File: src/rtl/bldc_pkg.sv
`default_nettype none
// ==== bldc_pkg : phase encoding, sector constants and commutation tables ==== rev 1.0
package bldc_pkg;

  typedef enum logic [1:0] {
    PH_OFF = 2'b00,
    PH_HI  = 2'b01,
    PH_LO  = 2'b10
  } phase_e;

  localparam logic [2:0] SECTOR_NONE = 3'd0;
  localparam logic [2:0] SECTOR_MAX  = 3'd6;

  localparam int FAULT_HALL  = 0;
  localparam int FAULT_STALL = 1;

  localparam logic [1:0] PHASE_A = 2'd0;
  localparam logic [1:0] PHASE_B = 2'd1;
  localparam logic [1:0] PHASE_C = 2'd2;

  // Entry i describes sector i+1; the rows give the forward-direction drive.
  localparam logic [5:0][2:0] HALL_CODE =
    {3'b001, 3'b011, 3'b010, 3'b110, 3'b100, 3'b101};
  localparam logic [5:0][1:0] HI_PHASE =
    {PHASE_C, PHASE_C, PHASE_B, PHASE_B, PHASE_A, PHASE_A};
  localparam logic [5:0][1:0] LO_PHASE =
    {PHASE_B, PHASE_A, PHASE_A, PHASE_C, PHASE_C, PHASE_B};

  function automatic logic [2:0] hall_to_sector(input logic [2:0] code);
    logic [2:0] sec;
    sec = SECTOR_NONE;
    for (int i = 0; i < 6; i++) begin
      if (HALL_CODE[i[2:0]] == code) sec = 3'(i + 1);
    end
    return sec;
  endfunction

  function automatic phase_e phase_request(input logic [2:0] sector,
                                           input logic       dir,
                                           input logic [1:0] phase);
    phase_e     req;
    logic [2:0] idx;
    req = PH_OFF;
    idx = sector - 3'd1;
    if (sector != SECTOR_NONE && sector <= SECTOR_MAX) begin
      if (HI_PHASE[idx] == phase)      req = dir ? PH_LO : PH_HI;
      else if (LO_PHASE[idx] == phase) req = dir ? PH_HI : PH_LO;
    end
    return req;
  endfunction

endpackage
`default_nettype wire

File: src/rtl/bldc_phase_deadtime.sv
`default_nettype none
// ==== bldc_phase_deadtime : one half-bridge OFF/HI/LO state with dead-time gate ==== rev 1.0
module bldc_phase_deadtime
  import bldc_pkg::*;
#(
  parameter int DEAD_CYCLES = 4
) (
  input  logic   clk,
  input  logic   rst,
  input  phase_e req,
  output logic   hi,
  output logic   lo
);

  // The edge that first sees a new request counts as one dead cycle.
  localparam logic [3:0] DEAD_RELOAD = 4'(DEAD_CYCLES - 1);

  phase_e     state_q;
  phase_e     pend_q;
  logic [3:0] dead_q;

  always_ff @(posedge clk) begin
    if (rst) begin
      state_q <= PH_OFF;
      pend_q  <= PH_OFF;
      dead_q  <= 4'd0;
    end else begin
      case (state_q)
        PH_HI, PH_LO: begin
          if (req != state_q) begin
            state_q <= PH_OFF;
            pend_q  <= req;
            dead_q  <= DEAD_RELOAD;
          end
        end
        default: begin
          if (req != pend_q) begin
            pend_q <= req;
            dead_q <= DEAD_RELOAD;
          end else if (dead_q != 4'd0) begin
            dead_q <= dead_q - 4'd1;
          end else if (req != PH_OFF) begin
            state_q <= req;
          end
        end
      endcase
    end
  end

  assign hi = (state_q == PH_HI);
  assign lo = (state_q == PH_LO);

endmodule
`default_nettype wire

File: src/rtl/bldc_commutator_pwm.sv
`default_nettype none
// ==== bldc_commutator_pwm : six-step Hall commutator with PWM, dead time and faults ==== rev 1.0
module bldc_commutator_pwm
  import bldc_pkg::*;
#(
  parameter int PWM_W       = 8,
  parameter int DEAD_CYCLES = 4,
  parameter int STALL_W     = 20
) (
  input  logic             CLK,
  input  logic             RST,
  input  logic             EN,
  input  logic             DIR,
  input  logic [PWM_W-1:0] J,
  input  logic             H1,
  input  logic             H2,
  input  logic             H3,
  output logic             A,
  output logic             B,
  output logic             C,
  output logic             AA,
  output logic             BB,
  output logic             CC,
  output logic [2:0]       SECTOR,
  output logic [1:0]       FAULT
);

  localparam logic [PWM_W-1:0]   CNT_MAX   = {PWM_W{1'b1}};
  localparam logic [STALL_W-1:0] STALL_MAX = {STALL_W{1'b1}};

  logic [2:0]         hall_s1_q, hall_s1_d;
  logic [2:0]         hall_s2_q, hall_s2_d;
  logic [2:0]         sector_q, sector_d;
  logic [PWM_W-1:0]   cnt_q, cnt_d;
  logic [PWM_W-1:0]   duty_q, duty_d;
  logic [STALL_W-1:0] stall_q, stall_d;
  logic [1:0]         fault_q, fault_d;
  logic               pwm_on;
  phase_e             phase_req [3];
  logic [2:0]         hi_w, lo_w;

  always_comb begin
    hall_s1_d = {H3, H2, H1};
    hall_s2_d = hall_s1_q;
    sector_d  = hall_to_sector(hall_s2_q);

    cnt_d  = cnt_q + PWM_W'(1);
    duty_d = (cnt_q == CNT_MAX) ? J : duty_q;
    pwm_on = (cnt_q < duty_q);

    if (!EN || duty_q == '0 || sector_d != sector_q) stall_d = '0;
    else if (stall_q != STALL_MAX)                   stall_d = stall_q + STALL_W'(1);
    else                                             stall_d = stall_q;

    fault_d = fault_q;
    if (!EN) begin
      fault_d = 2'b00;
    end else begin
      if (sector_d == SECTOR_NONE) fault_d[FAULT_HALL] = 1'b1;
      if (stall_q == STALL_MAX && duty_q != '0) fault_d[FAULT_STALL] = 1'b1;
    end

    // A chopped-off high side is simply an OFF request to the phase FSM.
    for (int p = 0; p < 3; p++) begin
      phase_req[p] = phase_request(sector_q, DIR, p[1:0]);
      if (!EN || fault_q != 2'b00)                   phase_req[p] = PH_OFF;
      else if (phase_req[p] == PH_HI && !pwm_on)     phase_req[p] = PH_OFF;
    end
  end

  always_ff @(posedge CLK) begin
    if (RST) begin
      hall_s1_q <= 3'b000;
      hall_s2_q <= 3'b000;
      sector_q  <= SECTOR_NONE;
      cnt_q     <= '0;
      duty_q    <= '0;
      stall_q   <= '0;
      fault_q   <= 2'b00;
    end else begin
      hall_s1_q <= hall_s1_d;
      hall_s2_q <= hall_s2_d;
      sector_q  <= sector_d;
      cnt_q     <= cnt_d;
      duty_q    <= duty_d;
      stall_q   <= stall_d;
      fault_q   <= fault_d;
    end
  end

  for (genvar p = 0; p < 3; p++) begin : g_phase
    bldc_phase_deadtime #(
      .DEAD_CYCLES(DEAD_CYCLES)
    ) u_phase (
      .clk(CLK),
      .rst(RST),
      .req(phase_req[p]),
      .hi (hi_w[p]),
      .lo (lo_w[p])
    );
  end

  assign {C, B, A}    = hi_w;
  assign {CC, BB, AA} = lo_w;
  assign SECTOR       = sector_q;
  assign FAULT        = fault_q;

endmodule
`default_nettype wire

File: config.mk
export PLATFORM = sky130hd
export DESIGN_NAME = bldc_commutator_pwm
export DESIGN_NICKNAME = d
export VERILOG_FILES = /design/src/rtl/bldc_pkg.sv /design/src/rtl/bldc_phase_deadtime.sv /design/src/rtl/bldc_commutator_pwm.sv
export SDC_FILE = /design/constraint.sdc
export NUM_CORES = 1
export LEC_CHECK = 0
export CORE_UTILIZATION = 59
export CTS_CLUSTER_DIAMETER = 40
export DETAILED_ROUTE_END_ITERATION = 10
export PLACE_DENSITY_LB_ADDON = 0.08
export SETUP_SLACK_MARGIN = 0.2
export SLEW_MARGIN = 25
export SYNTH_ARGS = -nofsm -noshare
export SYNTH_HDL_FRONTEND = slang
export SYNTH_HIERARCHICAL = 1
export SYNTH_SLANG_ARGS = --single-unit
File: constraint.sdc
create_clock -name CLK -period 3.4 [get_ports CLK]
set_input_delay 0.68 -clock CLK [delete_from_list [all_inputs] [get_ports CLK]]
set_output_delay 0.68 -clock CLK [all_outputs]
set_load 0.03 [all_outputs]
==> metrics.txt <==
Setup WS pre-CTS=0.0385 ns; Area Growth Syn to Fin=15.2%; GR Layer Usage met1=28.7%; # rows=29; Tot GR Track Use=22.8%; CTS Sinks=71; status=complete, no violations; critical path arrival=3.29 ns; Total Routed Length=7.58 mm; Pins Over Slew Limit=0; syn avg cell area=8.73 um2; vias in the first global route=3057; sequential fraction of the synthesis area=36.1%; post-route DRC violation count=0; net switching power=0.601 mW; Min-Delay Path Class=reg -> reg; area leader, netlist=dfxtp_1; top cell type's share of synthesized area=36.1%; # hold bufs at CTS=0; max cap viols=0; Synth Cell Area=0.00394 mm2; final worst path period share=88.7%; Post-DP Area=0.00432 mm2; hold slack=0.441 ns; Post-synth top flop=dfxtp_1; Max FO, Critical Path=3; Comb power frac=25.5%; CTS H-Tree Depth=3; met3 GRT Util=3.86%; drt first pass iters=4; Worst-Margin Slew=0.636 ns; RSZ-0062 raised after global routing=false; die area=0.00700 mm2; switching share of power=28.7%; Final WS setup=0.386 ns; share of layout cells above drive strength 1=10.7%; design area=0.00454 mm2; pin count of the biggest net entering global routing=56; GR Layer Usage met2=38.4%; EDFF count, synth=0; Placeable Area=0.00639 mm2; Slew headroom=57.3%; Synth Register Bits=71; Max Clk Rate=0.332 GHz; setup TNS=0 ns; die height=83.7 um; ant diodes=0; buffers added on ports=25; GR Overflow Total=0; Ys Warns=6; Critical Path Source Type=primary input; I/O pin cnt=26; DR vias=3270; P_int=1.49 mW; P_leak=1.66 nW; Cells after Synth=451; Worst VDD drop=0.000350 V; Final Hold Viols=0; TritonCTS Buffers=9; Skew-Pair Late Insertion Delay=0.34 ns; Clock Power Share=28.8%; Async SR Flop Fraction=0%; Clock Skews=0.00633 ns; post-DP HPWL=5.50 mm; Worst setup EP type=flip-flop; CP required=3.67 ns; Unique masters post-synth=50; Starting Density=61.7%; NumNets Final=529; Reg power frac=45.7%; setup violators final=0; first-pass GRT wire length=13.1 mm; TritonCTS clock tree=built; Final Util=71.0%; CP Class=in -> reg; global-route layer with the greatest usage=met2; Synth area leaders=dfxtp_1 36%, ha_1 7.9%, nor2_1 5.1%; Root Driver=clkbuf_8; clk buf depth=2; min cycle time layout=3.01 ns; Iter 0 DRT Violations=121; Power Dens Cells=462 mW/mm2; ANT nets after route=0; Die X=83.7 um; initial antenna violation count=0; Placer Congestion=0.829; Routed wire per std cell=13.3 um; Mapped Nets=491; DR vias/cell=5.73; clk slew on worst S/H paths=0.07 ns
-- synth_stat cells (9+ instances only) --
library cell / count
o21ai_0: 12
nor2_1: 54
nand3_1: 16
ha_1: 25
xor2_1: 13
dfxtp_1: 71
a21oi_1: 20
nor3_1: 15
xnor2_1: 16
inv_1: 34
nand2_1: 16
and3_1: 9
a31oi_1: 14
or3_1: 9
nand4_1: 11
mux2i_1: 19
-- power by group through the flow --
stage / registers [mW] / clock network, mW / logic (mW)
after floorplan: 0.963 / 0 / 0.430
after global placement: 0.975 / 0 / 0.515
after detailed placement: 0.976 / 0 / 0.533
after CTS: 0.958 / 0.620 / 0.536
after global routing: 0.968 / 0.658 / 0.594
final: 0.958 / 0.603 / 0.535
-- through the flow --
step	total power [mW]	std cells
2_1_floorplan	1.39	451
3_3_place_gp	1.49	552
3_5_place_dp	1.51	552
4_1_cts	2.11	571
5_1_grt	2.22	571
6_report	2.10	571
-- final timing paths --
check | start | end | slack (ns) | cells after the start
worst max-delay path | EN | g_phase[0].u_phase/dead_q[2] | 0.39 | 9
worst min-delay path | hall_s1_q[1] | hall_s2_q[1] | 0.44 | 1
worst min register to register | hall_s1_q[1] | hall_s2_q[1] | 0.44 | 1
worst max register to register | duty_q[6] | g_phase[0].u_phase/dead_q[2] | 0.44 | 10
-- sequential cells by signal, indices dropped and copies added, names as in the netlist --
signal                   count
stall_q                     20
g_phase.u_phase/dead_q      12
cnt_q                        8
duty_q                       8
g_phase.u_phase/pend_q       6
g_phase.u_phase/state_q      6
SECTOR                       3
hall_s1_q                    3
hall_s2_q                    3
FAULT                        2
-- repair_timing --
item / CTS / global route
setup endpoints to repair: 3 / 8
pin swaps: 1 / 0
cloned: 0 / 0
gates resized for setup: 1 / 2
setup buffers: 3 / 0
-- cells by family after synthesis --
kind of cell,count (synthesis),share of synthesized area (%)
AND/OR/NAND/NOR,178,26.6
buffers and inverters,47,4.64
multiplexers,19,4.83
flip-flops,71,36.1
XOR/XNOR,29,6.45
adder cells (fa/ha/maj),25,7.94
AO/OA/AOI/OAI,82,13.4
-- worst max-delay path: stages --
cell and delay (ns):
clkdlybuf4s50_1 0.52, nand4_1 0.14, a221o_1 0.28, a311o_1 0.36, nor2_1 0.29, xnor2_1 0.26
nand4_1 0.21, or3b_1 0.40, a31oi_1 0.15
-- final cells by class --
| type | count | area, um2 |
|---|---|---|
| fillers | 522 | 1850 |
| flip-flops and latches | 71 | 1420 |
| multi-input cells | 333 | 2360 |
| clock buffers | 13 | 159 |
| clock inverters | 3 | 17.5 |
| inverters | 34 | 128 |
| well taps | 77 | 96.3 |
| repair buffers | 40 | 358 |
-- metal layers --
metal	routed length, um	share of wire (%)
met5	0	0
met1	3610	48
met2	3670	48
met3	190	2.5
met4	105	1.4
-- cell usage in the layout, fill, tap and decap left out, types with 3 or more instances in the layout --
master,synthesis,routed
nor2_1,54,54
a21oi_1,20,20
o21ai_0,12,12
inv_1,34,34
dfxtp_1,71,70
o211ai_1,8,8
ha_1,25,25
xnor2_1,16,15
nor3_1,15,15
a31oi_1,14,14
o31ai_1,4,3
nand3b_1,8,8
or3b_4,3,3
nand2b_1,5,5
mux2i_1,19,19
nor2b_1,8,8
nand2_1,16,16
buf_4,0,15
a31o_2,3,3
o21ai_1,3,3
nor4_1,3,3
a211oi_1,5,3
nand3_1,16,16
xor2_1,13,13
o41ai_1,3,3
nand4_1,11,11
or3_1,9,9
or3b_1,3,3
and3_1,9,9
clkbuf_8,0,11
or2b_1,4,4
nand4bb_4,3,3
clkdlybuf4s50_1,0,24
Note: power is estimated with default switching activity, not from simulation.
